===== src/rtl/acc_cpu_pkg.sv =====
// Shared definitions for the multi-cycle accumulator CPU: opcodes, FSM states,
// and instruction field geometry.
package acc_cpu_pkg;

  localparam int OPC_W     = 4;
  localparam int MODE_W    = 1;
  localparam int FIELD_LSB = 0;

  localparam logic [OPC_W-1:0] OP_NOP  = 4'h0;
  localparam logic [OPC_W-1:0] OP_LOAD = 4'h1;
  localparam logic [OPC_W-1:0] OP_ADD  = 4'h2;
  localparam logic [OPC_W-1:0] OP_SUB  = 4'h3;
  localparam logic [OPC_W-1:0] OP_AND  = 4'h4;
  localparam logic [OPC_W-1:0] OP_OR   = 4'h5;
  localparam logic [OPC_W-1:0] OP_XOR  = 4'h6;
  localparam logic [OPC_W-1:0] OP_STR  = 4'h7;
  localparam logic [OPC_W-1:0] OP_JMP  = 4'h8;
  localparam logic [OPC_W-1:0] OP_JZ   = 4'h9;
  localparam logic [OPC_W-1:0] OP_JC   = 4'hA;
  localparam logic [OPC_W-1:0] OP_OUT  = 4'hB;
  localparam logic [OPC_W-1:0] OP_HLT  = 4'hF;

  typedef enum logic [1:0] {
    ST_FETCH  = 2'd0,
    ST_DECODE = 2'd1,
    ST_EXEC   = 2'd2,
    ST_HALTED = 2'd3
  } state_t;

  // Opcodes that write the accumulator and the flags.
  function automatic logic is_alu_op(input logic [OPC_W-1:0] op);
    return (op >= OP_LOAD) && (op <= OP_XOR);
  endfunction

endpackage


===== src/rtl/acc_cpu_alu.sv =====
// Combinational ALU: produces the new accumulator value and Z/C flags.
// C passes through unchanged for LOAD; logic ops clear it.
module acc_cpu_alu
  import acc_cpu_pkg::*;
#(
  parameter int DATA_W = 8
) (
  input  logic [DATA_W-1:0] acc,
  input  logic [DATA_W-1:0] op_b,
  input  logic [OPC_W-1:0]  opcode,
  input  logic              c_in,
  output logic [DATA_W-1:0] result,
  output logic              z,
  output logic              c
);

  logic [DATA_W:0] sum;

  always_comb begin
    result = acc;
    c      = c_in;
    sum    = '0;
    case (opcode)
      OP_LOAD: result = op_b;
      OP_ADD: begin
        sum    = {1'b0, acc} + {1'b0, op_b};
        result = sum[DATA_W-1:0];
        c      = sum[DATA_W];
      end
      OP_SUB: begin
        result = acc - op_b;
        c      = (acc < op_b);
      end
      OP_AND: begin
        result = acc & op_b;
        c      = 1'b0;
      end
      OP_OR: begin
        result = acc | op_b;
        c      = 1'b0;
      end
      OP_XOR: begin
        result = acc ^ op_b;
        c      = 1'b0;
      end
      default: ;
    endcase
    z = (result == '0);
  end

endmodule


===== src/rtl/acc_cpu_core.sv =====
// Multi-cycle accumulator CPU core: FETCH -> DECODE -> EXEC, three cycles per
// instruction, with a register file, Z/C flags, jumps, OUT strobe and HALTED.
//
// state     | meaning
// ----------+----------------------------------------------------------
// ST_FETCH  | imem_addr = pc presented; memory responds next cycle
// ST_DECODE | IR captures imem_rdata
// ST_EXEC   | IR executes; pc/acc/flags/regs/out update at end of cycle
// ST_HALTED | absorbing after HLT; everything frozen until reset
module acc_cpu_core
  import acc_cpu_pkg::*;
#(
  parameter  int DATA_W   = 8,
  parameter  int NUM_REGS = 4,
  parameter  int PC_W     = 8,
  localparam int INSTR_W  = OPC_W + MODE_W + DATA_W
) (
  input  logic               clk,
  input  logic               reset,
  output logic [PC_W-1:0]    imem_addr,
  input  logic [INSTR_W-1:0] imem_rdata,
  output logic [DATA_W-1:0]  out_data,
  output logic               out_valid,
  output logic               halted,
  output logic [DATA_W-1:0]  acc_dbg
);

  localparam int IDX_W = $clog2(NUM_REGS);

  state_t              state, state_nxt;
  logic [PC_W-1:0]     pc;
  logic [INSTR_W-1:0]  ir;
  logic [DATA_W-1:0]   acc;
  logic                z_flag, c_flag;
  logic [DATA_W-1:0]   regs [NUM_REGS];

  logic [OPC_W-1:0]    opcode;
  logic                mode;
  logic [DATA_W-1:0]   field;
  logic [IDX_W-1:0]    reg_idx;
  logic [DATA_W-1:0]   op_b;
  logic [PC_W-1:0]     jump_tgt;
  logic                jump_taken;
  logic [DATA_W-1:0]   alu_result;
  logic                alu_z, alu_c;

  logic                ir_load;
  logic                exec_en;

  assign opcode   = ir[INSTR_W-1 -: OPC_W];
  assign mode     = ir[DATA_W];
  assign field    = ir[FIELD_LSB +: DATA_W];
  assign reg_idx  = field[IDX_W-1:0];
  assign op_b     = mode ? regs[reg_idx] : field;
  // Size cast zero-extends or truncates the field to the pc width.
  assign jump_tgt = PC_W'(field);

  always_comb begin
    jump_taken = 1'b0;
    case (opcode)
      OP_JMP:  jump_taken = 1'b1;
      OP_JZ:   jump_taken = z_flag;
      OP_JC:   jump_taken = c_flag;
      default: jump_taken = 1'b0;
    endcase
  end

  acc_cpu_alu #(
    .DATA_W(DATA_W)
  ) u_alu (
    .acc    (acc),
    .op_b   (op_b),
    .opcode (opcode),
    .c_in   (c_flag),
    .result (alu_result),
    .z      (alu_z),
    .c      (alu_c)
  );

  always_ff @(posedge clk or posedge reset) begin
    if (reset) begin
      state <= ST_FETCH;
    end else begin
      state <= state_nxt;
    end
  end

  always_comb begin
    state_nxt = state;
    case (state)
      ST_FETCH:  state_nxt = ST_DECODE;
      ST_DECODE: state_nxt = ST_EXEC;
      ST_EXEC:   state_nxt = (opcode == OP_HLT) ? ST_HALTED : ST_FETCH;
      ST_HALTED: state_nxt = ST_HALTED;
      default:   state_nxt = ST_FETCH;
    endcase
  end

  always_comb begin
    ir_load = 1'b0;
    exec_en = 1'b0;
    halted  = 1'b0;
    case (state)
      ST_DECODE: ir_load = 1'b1;
      ST_EXEC:   exec_en = 1'b1;
      ST_HALTED: halted  = 1'b1;
      default: ;
    endcase
  end

  always_ff @(posedge clk or posedge reset) begin
    if (reset) begin
      pc        <= '0;
      ir        <= '0;
      acc       <= '0;
      z_flag    <= 1'b0;
      c_flag    <= 1'b0;
      out_data  <= '0;
      out_valid <= 1'b0;
      for (int i = 0; i < NUM_REGS; i++) begin
        regs[i] <= '0;
      end
    end else begin
      out_valid <= 1'b0;
      if (ir_load) begin
        ir <= imem_rdata;
      end
      if (exec_en) begin
        if (is_alu_op(opcode)) begin
          acc    <= alu_result;
          z_flag <= alu_z;
          c_flag <= alu_c;
        end
        if (opcode == OP_STR) begin
          regs[reg_idx] <= acc;
        end
        if (opcode == OP_OUT) begin
          out_data  <= acc;
          out_valid <= 1'b1;
        end
        // HLT leaves pc pointing at itself.
        if (opcode != OP_HLT) begin
          pc <= jump_taken ? jump_tgt : pc + PC_W'(1);
        end
      end
    end
  end

  assign imem_addr = pc;
  assign acc_dbg   = acc;

endmodule


===== config.mk =====
export PLATFORM = sky130hd
export DESIGN_NAME = acc_cpu_core
export DESIGN_NICKNAME = d
export VERILOG_FILES = /design/src/rtl/acc_cpu_pkg.sv /design/src/rtl/acc_cpu_alu.sv /design/src/rtl/acc_cpu_core.sv
export SDC_FILE = /design/constraint.sdc
export NUM_CORES = 1
export LEC_CHECK = 0
export CAP_MARGIN = 40
export CORE_MARGIN = 3
export CORE_UTILIZATION = 40
export DETAILED_ROUTE_END_ITERATION = 8
export PLACE_DENSITY = 0.68
export SYNTH_ARGS = -nofsm -noshare
export SYNTH_HDL_FRONTEND = slang
export SYNTH_SLANG_ARGS = --single-unit

===== constraint.sdc =====
create_clock -name clk -period 8.5 [get_ports clk]
set_clock_uncertainty 0.05 [all_clocks]
set_input_delay 1.7 -clock clk [delete_from_list [all_inputs] [get_ports clk]]
set_output_delay 1.7 -clock clk [all_outputs]
set_load 0.1 [all_outputs]

### After elaboration in Yosys (flattened, before gate mapping)

Cells that the tools add are included.

* add/subtract/negate cells: 3
* magnitude comparators: 5
* eq/ne operators: 16
* muxes and demuxes: 18
* bitwise logic cells: 4
* reduce and logical (&&, ||, !) cells: 11

Operators by type and width (number)
* case mux 8 bit (6 select lines): 1
* 2-to-1 mux 8 bit: 5
* bitwise mux 32 bit: 1
* == test 4 bit (second input constant): 5
* binary-select mux 8 bit (select 2 bit): 1
* demux 8 bit (select 2 bit): 1
* == test 4 x 3 -> 1 bit (second input constant): 4
* adder 8 x 8 -> 9 bit: 1
* adder 8 x 1 -> 8 bit (second input constant): 1
* AND 8 bit: 1
* == test 4 x 2 -> 1 bit (second input constant): 2
* zero test 8 bit: 1
* < comparator 8 bit: 1
* bitwise OR 8 bit: 1
* case mux 2 bit (4 select lines): 1
* AND reduction 2 bit: 4
* subtractor 8 bit: 1
* bitwise XOR 8 bit: 1
* case mux 1 bit (3 select lines): 2
* 2-to-1 mux 1 bit: 5
* == test 2 bit (second input constant): 2
* == test 4 x 1 -> 1 bit (second input constant): 1
* >= comparator 4 x 1 -> 1 bit (second input constant): 1
* <= comparator 4 x 3 -> 1 bit (second input constant): 1
* other kinds (11): 12

* register bits after elaboration: 74
* input port bits: 15

### Depth between registers and ports, before layout

Gate-level depths: netlist of the first run.

* depth in word-level cells: 8
* gate-level depth with buffers: 14
* mapped depth without buffers: 13

### Cells and area by module

Synthesis of the first run repeated with hierarchy kept, for this count alone.

* cells, all modules: 456
* area total of the unflattened synthesis: 4823.4 µm²

By module, submodules not included
* acc_cpu_core: times used 1, cells each 254, area each 3423.3 µm²
* acc_cpu_alu: times used 1, cells each 202, area each 1400.1 µm²

### Worst setup path after synthesis of the first run

OpenSTA, ideal clock, no wires.

* path kind: reg-to-reg
* start: reg acc[0] (netlist: acc_dbg[0])
* end: reg z_flag
* library setup time: 79 ps
* arrival: 3211 ps
* required time: 8371 ps
* path slack: 5159 ps
* cell stages (with the launch flop): 11
* cells stage by stage: dfrtp_1 > inv_1 > ha_1 > fa_1 > o21bai_1 > a2111oi_0 > o311a_1 > a2111oi_4 > nand2b_1 > nor4_1 > a2bb2oi_1

* cells in the longest elaborated chain, start to end: 3
* elaborated cells on any way between the ends: 7
* those cells by class: add/sub (2); mux (1); bitwise (3); reduce/logical (1)

RTL lines
* start: declaration: line acc_cpu_core.sv:33 `logic [DATA_W-1:0] acc;`
* start signal: assignment: line acc_cpu_core.sv:130 `acc <= alu_result;`
* subtractor 8 bit, or another cell as far along: line acc_cpu_alu.sv:31 `result = acc - op_b;`
* case mux 8 bit (6 select lines) *: line acc_cpu_alu.sv:23 `case (opcode)`
* zero test 8 bit *: line acc_cpu_alu.sv:48 `z = (result == '0);`
* end signal: assignment: line acc_cpu_core.sv:131 `z_flag <= alu_z;`
* end: declaration: line acc_cpu_core.sv:34 `logic z_flag, c_flag;`

Every way passes the cells marked *; elsewhere a longest branch is shown, timed or not.
A chain may end at the register's enable or synchronous reset.

### Worst setup path in the final report of the first run

* start: reg ir[1]
* end: reg z_flag

* cells in the longest elaborated chain, start to end: 8
* elaborated cells on any way between the ends: 12
* those cells by class: add/sub (2); mux (5); bitwise (4); reduce/logical (1)

RTL lines
* start: declaration: line acc_cpu_core.sv:32 `logic [INSTR_W-1:0] ir;`
* start signal: assignment: line acc_cpu_core.sv:126 `ir <= imem_rdata;`
* NOT 2 -> 3 bit (implied by the code): line acc_cpu_core.sv:54 `assign op_b = mode ? regs[reg_idx] : field;`
* binary-select mux 8 bit (select 2 bit): line acc_cpu_core.sv:54
* 2-to-1 mux 8 bit (implied by the code) (2 in a row): line acc_cpu_core.sv:54
* 2-to-1 mux 8 bit *: line acc_cpu_core.sv:54
* subtractor 8 bit, or another cell as far along: line acc_cpu_alu.sv:31
* case mux 8 bit (6 select lines) *: line acc_cpu_alu.sv:23
* zero test 8 bit *: line acc_cpu_alu.sv:48

Every way passes the cells marked *; elsewhere a longest branch is shown, timed or not. The select of a mux whose other input is x is not followed.

==> impl_summary.log, run 1 <==
INFO  metric arrival = 4.22 ns
INFO  metric timing.critical_path.fanout_max = 18
INFO  metric grt.overflow.total = 0
INFO  metric tritoncts.num_buffers = 9
INFO  metric die_height = 114 um
INFO  metric timing.slew.headroom = 0.435
INFO  metric cts_hold_buf = 0
INFO  metric synthAdderAreaFrac = 0.0749
INFO  metric post_route_cells_drive_above_1_share = 0.208
INFO  metric timing.setup.tns = 0 ns
INFO  metric die_width = 114 um
INFO  metric grt_most_used_layer = met2
INFO  metric drcViolationCount = 0
INFO  metric synthesis_warning_total = 0
INFO  metric setup_repair_after_global_routing_missed_its_margin = false
INFO  metric cts.root.buffer_cell = sky130_fd_sc_hd__clkbuf_16
INFO  metric cp-end-kind = flip-flop
INFO  metric clockBufferDepth = 2
INFO  metric synth_async_sr_flop_share = 1.00
INFO  metric post-synth-top-area-cell = sky130_fd_sc_hd__dfrtp_1
INFO  metric worstSetupStartpointType = flip-flop
INFO  metric buffer_ports.inserted = 40
INFO  metric final-seq-area = 0.00185 mm^2
INFO  metric placementRows = 38
INFO  metric cts.htree.levels = 3
INFO  metric p_r_area_growth_vs_syn = 24.8%
INFO  metric wire_per_inst = 19.8 um
INFO  metric min_delay_worst_endpoint = regs[2]$_DFFE_PP0P_
INFO  metric synth_cell_types = 65
INFO  metric min-delay-start = regs[2]$_DFFE_PP0P_
INFO  metric synth_simple_gate_area_frac = 0.139
INFO  metric io_pins = 41
INFO  metric antenna_violating_nets_post_route = 0
INFO  metric cts.clk_slew.worst_paths = 0.06 ns
INFO  metric run_status = finished clean
INFO  metric num_vias = 3,913
INFO  metric start_util = 0.421
INFO  metric detailedRoute.firstPassIterationCount = 6
INFO  metric route.final.wire_length = 13.2 mm
INFO  metric initialDrtViolationCount = 339
INFO  metric route.detailed.vias_per_inst = 5.86
INFO  metric syn_area_per_cell = 10.1 um^2
INFO  metric main_combinational_cell_family_by_area_after_synthesis = multiplexers
INFO  metric crit-reg2reg-launch = ir[1]$_DFFE_PP0N_
INFO  metric timing.final.crit_period = 4.01 ns
INFO  metric n_antenna_cell = 0
INFO  metric global_route.usage.met2 = 0.324
INFO  metric post-dp-hpwl = 9.38 mm
INFO  metric synth-edff-count = 0
INFO  metric finalWeightedCongestion = 1.00
INFO  metric slew_worst_pin = 0.848 ns
INFO  metric yosys.area.top_type_share = 0.393
INFO  metric area_taken_by_multi_input_logic_gates = 0.00263 mm^2
INFO  metric startpoint = ir[1]$_DFFE_PP0N_
INFO  metric setup_viol_count_final = 0
INFO  metric hp-class = flip-flop to flip-flop
INFO  metric coreArea = 0.0112 mm^2
INFO  metric ys_seq_area_frac = 0.393
INFO  metric synth-compound-area-share = 0.167
INFO  metric cts_tree = done
INFO  metric synth-main-ff-cell = sky130_fd_sc_hd__dfrtp_1
INFO  metric initial_antenna_violation_count = 0
INFO  metric cts.sink_count = 74
INFO  metric global_route_wire_length_before_repair = 21.4 mm
INFO  metric nFillCells = 976
INFO  metric critical_path_class = flip-flop to flip-flop
INFO  metric post-route-period-util = 0.472
INFO  metric clock.fmax = 249 MHz
INFO  metric timing.reg2reg.setup_slack = 4.49 ns
INFO  metric cts.repair.resized = 0
INFO  metric grt.met3_usage = 0.0518
INFO  metric post_synth_mux_area_share = 0.172
INFO  metric drv_slew = 0
INFO  metric hold_depth = 2
INFO  metric met1_usage = 0.294
INFO  metric worst_r2r_endpoint = z_flag$_DFFE_PP0P_
INFO  metric synth-xor-area-share = 0.00558
INFO  metric worst_skew_pair.late_latency = 0.34 ns
INFO  metric critPathRequiredTime = 8.71 ns
INFO  metric number_of_global_route_vias_before_repair = 3,962
INFO  metric post_synth_instance_area = 0.00471 mm^2
INFO  metric ys_seq_elements = 74
INFO  metric finalHoldViolations = 0
INFO  metric grt_util_all_layers = 0.212
INFO  metric finish.net_count = 565
INFO  metric r2r_cells = 12
INFO  metric ys_top_cells_by_area = sky130_fd_sc_hd__dfrtp_1, sky130_fd_sc_hd__mux2_2, sky130_fd_sc_hd__ha_1, sky130_fd_sc_hd__a21oi_1, sky130_fd_sc_hd__o21ai_0
INFO  metric postCtsSetupRepairBufs = 0
INFO  metric pin_count_of_the_biggest_net_entering_global_routing = 55
INFO  metric die_area = 0.0131 mm^2
INFO  metric drv_cap = 0
INFO  metric synthCells = 465
INFO  metric syn_nets = 507
==> routing by layer <==
metal  share of wire  vias to the layer above
met5               0                        -
met4           0.022                        0
met1            0.45                     1938
met3           0.065                       18
met2            0.46                      150
li1                -                     1807
==> worst max-delay path: stages, from the launching register on <==
cell and delay (ns):
sky130_fd_sc_hd__dfrtp_1 0.77, sky130_fd_sc_hd__mux2_2 0.41, sky130_fd_sc_hd__a31oi_1 0.28, sky130_fd_sc_hd__inv_1 0.12
sky130_fd_sc_hd__ha_1 0.24, sky130_fd_sc_hd__fa_1 0.43, sky130_fd_sc_hd__mux2_2 0.27, sky130_fd_sc_hd__nand3_1 0.08
sky130_fd_sc_hd__a21oi_1 0.09, sky130_fd_sc_hd__a2111oi_1 0.50, sky130_fd_sc_hd__o211ai_1 0.24, sky130_fd_sc_hd__a211o_2 0.32
sky130_fd_sc_hd__a2bb2oi_1 0.13
==> cells in the mapped netlist (all sizes together), types with 9 or more instances <==
library cell   n
nand2         33
o21ai         31
nor2          30
buf           13
nand3         12
mux2i         12
nor3          10
ha            25
nand2b         9
dfrtp         74
a21oi         31
mux2          46
clkbuf        11
inv           28
nor2b         10
==> stage by stage <==
step | hold WS (ns) | setup slack [ns] | cell area, um^2 | utilization | cells
after floorplan | 0.392 | 4.87 | 4710 | - | 465
after global placement | 0.415 | 4.58 | 5190 | 0.464 | 624
after detailed placement | 0.425 | 4.55 | 5610 | 0.502 | 652
after CTS | 0.438 | 4.53 | 5880 | 0.526 | 668
after global routing | 0.457 | 4.24 | 5880 | 0.526 | 668
final | 0.436 | 4.49 | 5880 | 0.526 | 668
==> logic make-up after synthesis <==
group                    count (synthesis)
AO/OA/AOI/OAI                          117
XOR/XNOR                                 3
adder cells (fa/ha/maj)                 27
buffers and inverters                   53
flip-flops                              74
multiplexers                            64
AND/OR/NAND/NOR                        127
==> area by class of cell <==
type | count | share of cell area
Multi-Input combinational cell | 338 | 0.447
Tap cell | 140 | 0.0298
Timing Repair Buffer | 71 | 0.144
Sequential cell | 74 | 0.315
Clock buffer | 11 | 0.0396
Inverter | 29 | 0.0185
Clock inverter | 5 | 0.00532
==> flip-flops by register name (all words and copies together) (netlist names) <==
signal,count
state,2
acc_dbg,8
z_flag,1
regs,32
ir,13
out_valid,1
c_flag,1
out_data,8
imem_addr,8
==> placed cells by master, fill, tap and decap left out, types with 3 or more instances in the layout <==
master	count
sky130_fd_sc_hd__clkbuf_16	9
sky130_fd_sc_hd__inv_1	27
sky130_fd_sc_hd__nor2_1	29
sky130_fd_sc_hd__mux2_2	46
sky130_fd_sc_hd__mux4_2	3
sky130_fd_sc_hd__mux2i_1	10
sky130_fd_sc_hd__clkdlybuf4s50_1	40
sky130_fd_sc_hd__mux4_1	3
sky130_fd_sc_hd__nor2b_1	10
sky130_fd_sc_hd__buf_8	26
sky130_fd_sc_hd__ha_1	25
sky130_fd_sc_hd__a21o_1	4
sky130_fd_sc_hd__o21ai_0	31
sky130_fd_sc_hd__nor4_1	4
sky130_fd_sc_hd__o22ai_1	6
sky130_fd_sc_hd__a211o_1	3
sky130_fd_sc_hd__o211ai_1	3
sky130_fd_sc_hd__nand2b_1	9
sky130_fd_sc_hd__a211oi_1	7
sky130_fd_sc_hd__clkinv_2	3
sky130_fd_sc_hd__and2_1	3
sky130_fd_sc_hd__xnor2_1	3
sky130_fd_sc_hd__nand2_1	32
sky130_fd_sc_hd__a221oi_1	3
sky130_fd_sc_hd__nand3_1	12
sky130_fd_sc_hd__o311ai_0	3
sky130_fd_sc_hd__dfrtp_1	74
sky130_fd_sc_hd__a21oi_1	31
sky130_fd_sc_hd__and3_1	5
sky130_fd_sc_hd__buf_4	4
sky130_fd_sc_hd__nor3_1	8
==> worst max-delay path by stage <==
stage	depth (start not counted)	to	slack, ns
floorplan	1	acc_dbg[0]$_DFFE_PP0P_	4.87
global placement	12	z_flag$_DFFE_PP0P_	4.58
detailed placement	12	z_flag$_DFFE_PP0P_	4.55
CTS	12	z_flag$_DFFE_PP0P_	4.53
global route	12	z_flag$_DFFE_PP0P_	4.24
finish	12	z_flag$_DFFE_PP0P_	4.49
Power of run 1 is left out: the tool's default activity adds up to more than one toggle a clock period on the data nets, which glitch-free logic cannot reach.
==> run 2: changes to the inputs <==
--- a/config.mk
+++ b/config.mk
@@ -9,7 +9,7 @@
 export CORE_MARGIN = 3
 export CORE_UTILIZATION = 40
 export DETAILED_ROUTE_END_ITERATION = 8
-export PLACE_DENSITY = 0.68
+export PLACE_DENSITY = 0.7
 export SYNTH_ARGS = -nofsm -noshare
 export SYNTH_HDL_FRONTEND = slang
 export SYNTH_SLANG_ARGS = --single-unit
==> constraint.sdc (replaced) <==
create_clock -name clk -period 3.35 [get_ports clk]
set_clock_uncertainty 0.05 [all_clocks]
set_input_delay 0.67 -clock clk [delete_from_list [all_inputs] [get_ports clk]]
set_output_delay 0.67 -clock clk [all_outputs]
set_load 0.1 [all_outputs]
==> run 2 against run 1 <==
Against the previous run:
- the run now ends with setup timing left
- register-to-register slack lost 4.5 ns
- count of clock-buffer cells in the layout is the same
- core utilization grew 2.6 points
- die area is the same
- design area grew 5.0%
- wire length grew 7.7%
- cell count grew 4.8%
- worst setup slack lost 4.5 ns
- worst hold slack lost 0.0052 ns
- sequential share of layout area shrank 1.5 points
- non-clock buffer count grew 33
- critical endpoint unchanged
==> impl_summary.log, run 2 (synthesized netlist as in run 1, its figures left out) <==
INFO  metric run_status = finished with violations (was finished clean)
INFO  metric failed_checks = setup timing
INFO  metric die_height = 114 um (unchanged)
INFO  metric finalWeightedCongestion = 0.998 (was 1.00)
INFO  metric initialDrtViolationCount = 266 (was 339)
INFO  metric tritoncts.num_buffers = 9 (unchanged)
INFO  metric global_route_wire_length_before_repair = 22.2 mm (was 21.4 mm)
INFO  metric timing.setup.tns = -0.0482 ns (was 0 ns)
INFO  metric cts.sink_count = 74 (unchanged)
INFO  metric worst_skew_pair.late_latency = 0.34 ns (about the same)
INFO  metric drv_slew = 0 (unchanged)
INFO  metric drv_cap = 0 (unchanged)
INFO  metric cts.clk_slew.worst_paths = 0.06 ns (about the same)
INFO  metric cts_tree = done (unchanged)
INFO  metric setup_repair_after_global_routing_missed_its_margin = true (was false)
INFO  metric arrival = 3.62 ns (was 4.22 ns)
INFO  metric clock.fmax = 294 MHz (was 249 MHz)
INFO  metric cts.root.buffer_cell = sky130_fd_sc_hd__clkbuf_16 (unchanged)
INFO  metric grt_util_all_layers = 0.219 (was 0.212)
INFO  metric clockBufferDepth = 2 (unchanged)
INFO  metric timing.final.crit_period = 3.40 ns (was 4.01 ns)
INFO  metric hp-class = flip-flop to flip-flop (unchanged)
INFO  metric post_route_cells_drive_above_1_share = 0.366 (was 0.208)
INFO  metric post-route-period-util = 1.01 (was 0.472)
INFO  metric final_common_cell = sky130_fd_sc_hd__buf_4 (was sky130_fd_sc_hd__dfrtp_1)
INFO  metric grt.overflow.total = 0 (unchanged)
INFO  metric timing.critical_path.fanout_max = 4 (was 18)
INFO  metric cts.htree.levels = 3 (unchanged)
INFO  metric numPlacedInstances = 678 (was 652)
INFO  metric die_width = 114 um (unchanged)
INFO  metric cp-end-kind = flip-flop (unchanged)
INFO  metric critPathRequiredTime = 3.57 ns (was 8.71 ns)
INFO  metric postLayoutCoreUtil = 0.553 (was 0.526)
INFO  metric antenna_violating_nets_post_route = 0 (unchanged)
INFO  metric start_util = 0.421 (unchanged)
INFO  metric buffer_ports.inserted = 40 (unchanged)
INFO  metric drcViolationCount = 0 (unchanged)
INFO  metric initial_antenna_violation_count = 0 (unchanged)
INFO  metric placementRows = 38 (unchanged)
INFO  metric post_layout_nonfiller_instances = 700 (was 668)
INFO  metric route.final.wire_length = 14.2 mm (was 13.2 mm)
INFO  metric finish.net_count = 598 (was 565)
INFO  metric timing.final.ws_setup = -0.0482 ns (was 4.49 ns)
INFO  metric die_area = 0.0131 mm^2 (unchanged)
INFO  metric num_vias = 4,086 (was 3,913)
INFO  metric route.detailed.vias_per_inst = 5.84 (was 5.86)
INFO  metric p_r_area_growth_vs_syn = 31.1% (was 24.8%)
INFO  metric wire_per_inst = 20.3 um (was 19.8 um)
INFO  metric largest_register = regs (unchanged)
INFO  metric worstSetupStartpointType = flip-flop (unchanged)
INFO  metric critical_path_class = flip-flop to flip-flop (unchanged)
INFO  metric coreArea = 0.0112 mm^2 (unchanged)
INFO  metric setup_viol_count_final = 1 (was 0)
INFO  metric number_of_global_route_vias_before_repair = 4,114 (was 3,962)
INFO  metric mostFrequentLayoutCells = sky130_fd_sc_hd__buf_4, sky130_fd_sc_hd__dfrtp_1, sky130_fd_sc_hd__mux2_2, sky130_fd_sc_hd__nand2_1 (was sky130_fd_sc_hd__dfrtp_1, sky130_fd_sc_hd__mux2_2, sky130_fd_sc_hd__clkdlybuf4s50_1, sky130_fd_sc_hd__nand2_1)
INFO  metric nFillCells = 977 (was 976)
INFO  metric top_flop_regs = regs (32), ir (13) (unchanged)
INFO  metric finalHoldViolations = 0 (unchanged)
INFO  metric pin_count_of_the_biggest_net_entering_global_routing = 49 (was 55)
INFO  metric number_of_flip_flops_in_the_largest_register = 32 (unchanged)
INFO  metric slew_worst_pin = 0.679 ns (was 0.848 ns)
INFO  metric io_pins = 41 (unchanged)
INFO  metric detailedRoute.firstPassIterationCount = 5 (was 6)
INFO  metric post-dp-hpwl = 10.0 mm (was 9.38 mm)
INFO  metric n_antenna_cell = 0 (unchanged)
INFO  metric timing.slew.headroom = 0.541 (was 0.435)
-- run 2: final cells by class --
class	instances	area [um^2]	area share
inverters	29	111	0.0180
clock buffers	11	253	0.0409
flip-flops and latches	74	1850	0.300
well taps	140	175	0.0284
repair buffers	104	855	0.138
clock inverters	4	98.8	0.0160
multi-input cells	338	2830	0.458
-- run 2: critical path, cell delays in order (launching register included) --
cell                        delay [ns]
sky130_fd_sc_hd__dfrtp_1          0.39
sky130_fd_sc_hd__buf_6            0.12
sky130_fd_sc_hd__mux4_2           0.52
sky130_fd_sc_hd__mux2i_4          0.26
sky130_fd_sc_hd__inv_2            0.09
sky130_fd_sc_hd__ha_4             0.17
sky130_fd_sc_hd__buf_6            0.11
sky130_fd_sc_hd__a211o_1          0.30
sky130_fd_sc_hd__o211ai_1         0.15
sky130_fd_sc_hd__a21oi_2          0.12
sky130_fd_sc_hd__a221oi_1         0.32
sky130_fd_sc_hd__o21ai_1          0.11
sky130_fd_sc_hd__buf_4            0.17
sky130_fd_sc_hd__nor4_2           0.28
sky130_fd_sc_hd__a2bb2oi_2        0.16
-- run 2: per-layer routing --
layer	track usage	wire [um]	vias to the layer above
met5	0	0	-
met4	0.0776	297	0
met3	0.0423	908	23
met2	0.343	6840	146
met1	0.303	6170	2052
li1	-	-	1865
-- run 2: path summary, 6_finish.rpt --
kind / start / end / slack [ns] / cells past startpoint
worst max-delay path: ir[0]$_DFFE_PP0N_ / z_flag$_DFFE_PP0P_ / -0.05 / 14
worst min-delay path: regs[4]$_DFFE_PP0P_ / regs[4]$_DFFE_PP0P_ / 0.43 / 2
worst max register to register: ir[0]$_DFFE_PP0N_ / z_flag$_DFFE_PP0P_ / -0.05 / 14
worst min register to register: regs[4]$_DFFE_PP0P_ / regs[4]$_DFFE_PP0P_ / 0.43 / 2
max in group asynchronous: reset / ir[9]$_DFFE_PP0N_ / 1.89 / 3
min in group asynchronous: reset / regs[0]$_DFFE_PP0P_ / 0.67 / 2
-- run 2: what timing repair did --
action / in CTS / in global routing
endpoints found under the setup margin: 2 / 4
hold buffers: 0 / 0
pin swaps: 8 / 17
buffers inserted: 3 / 4
resized for setup: 17 / 39
-- run 2: metrics by stage --
stage | instance area, um^2 | hold WS, ns | setup WS, ns
floorplan | 4710 | 0.392 | 0.00944
global placement | 5540 | 0.415 | -0.0277
detailed placement | 5540 | 0.415 | -0.116
CTS | 6000 | 0.428 | 0.00340
global route | 6170 | 0.434 | -0.240
finish | 6170 | 0.431 | -0.0482
Power of run 2 is left out for the same reason.
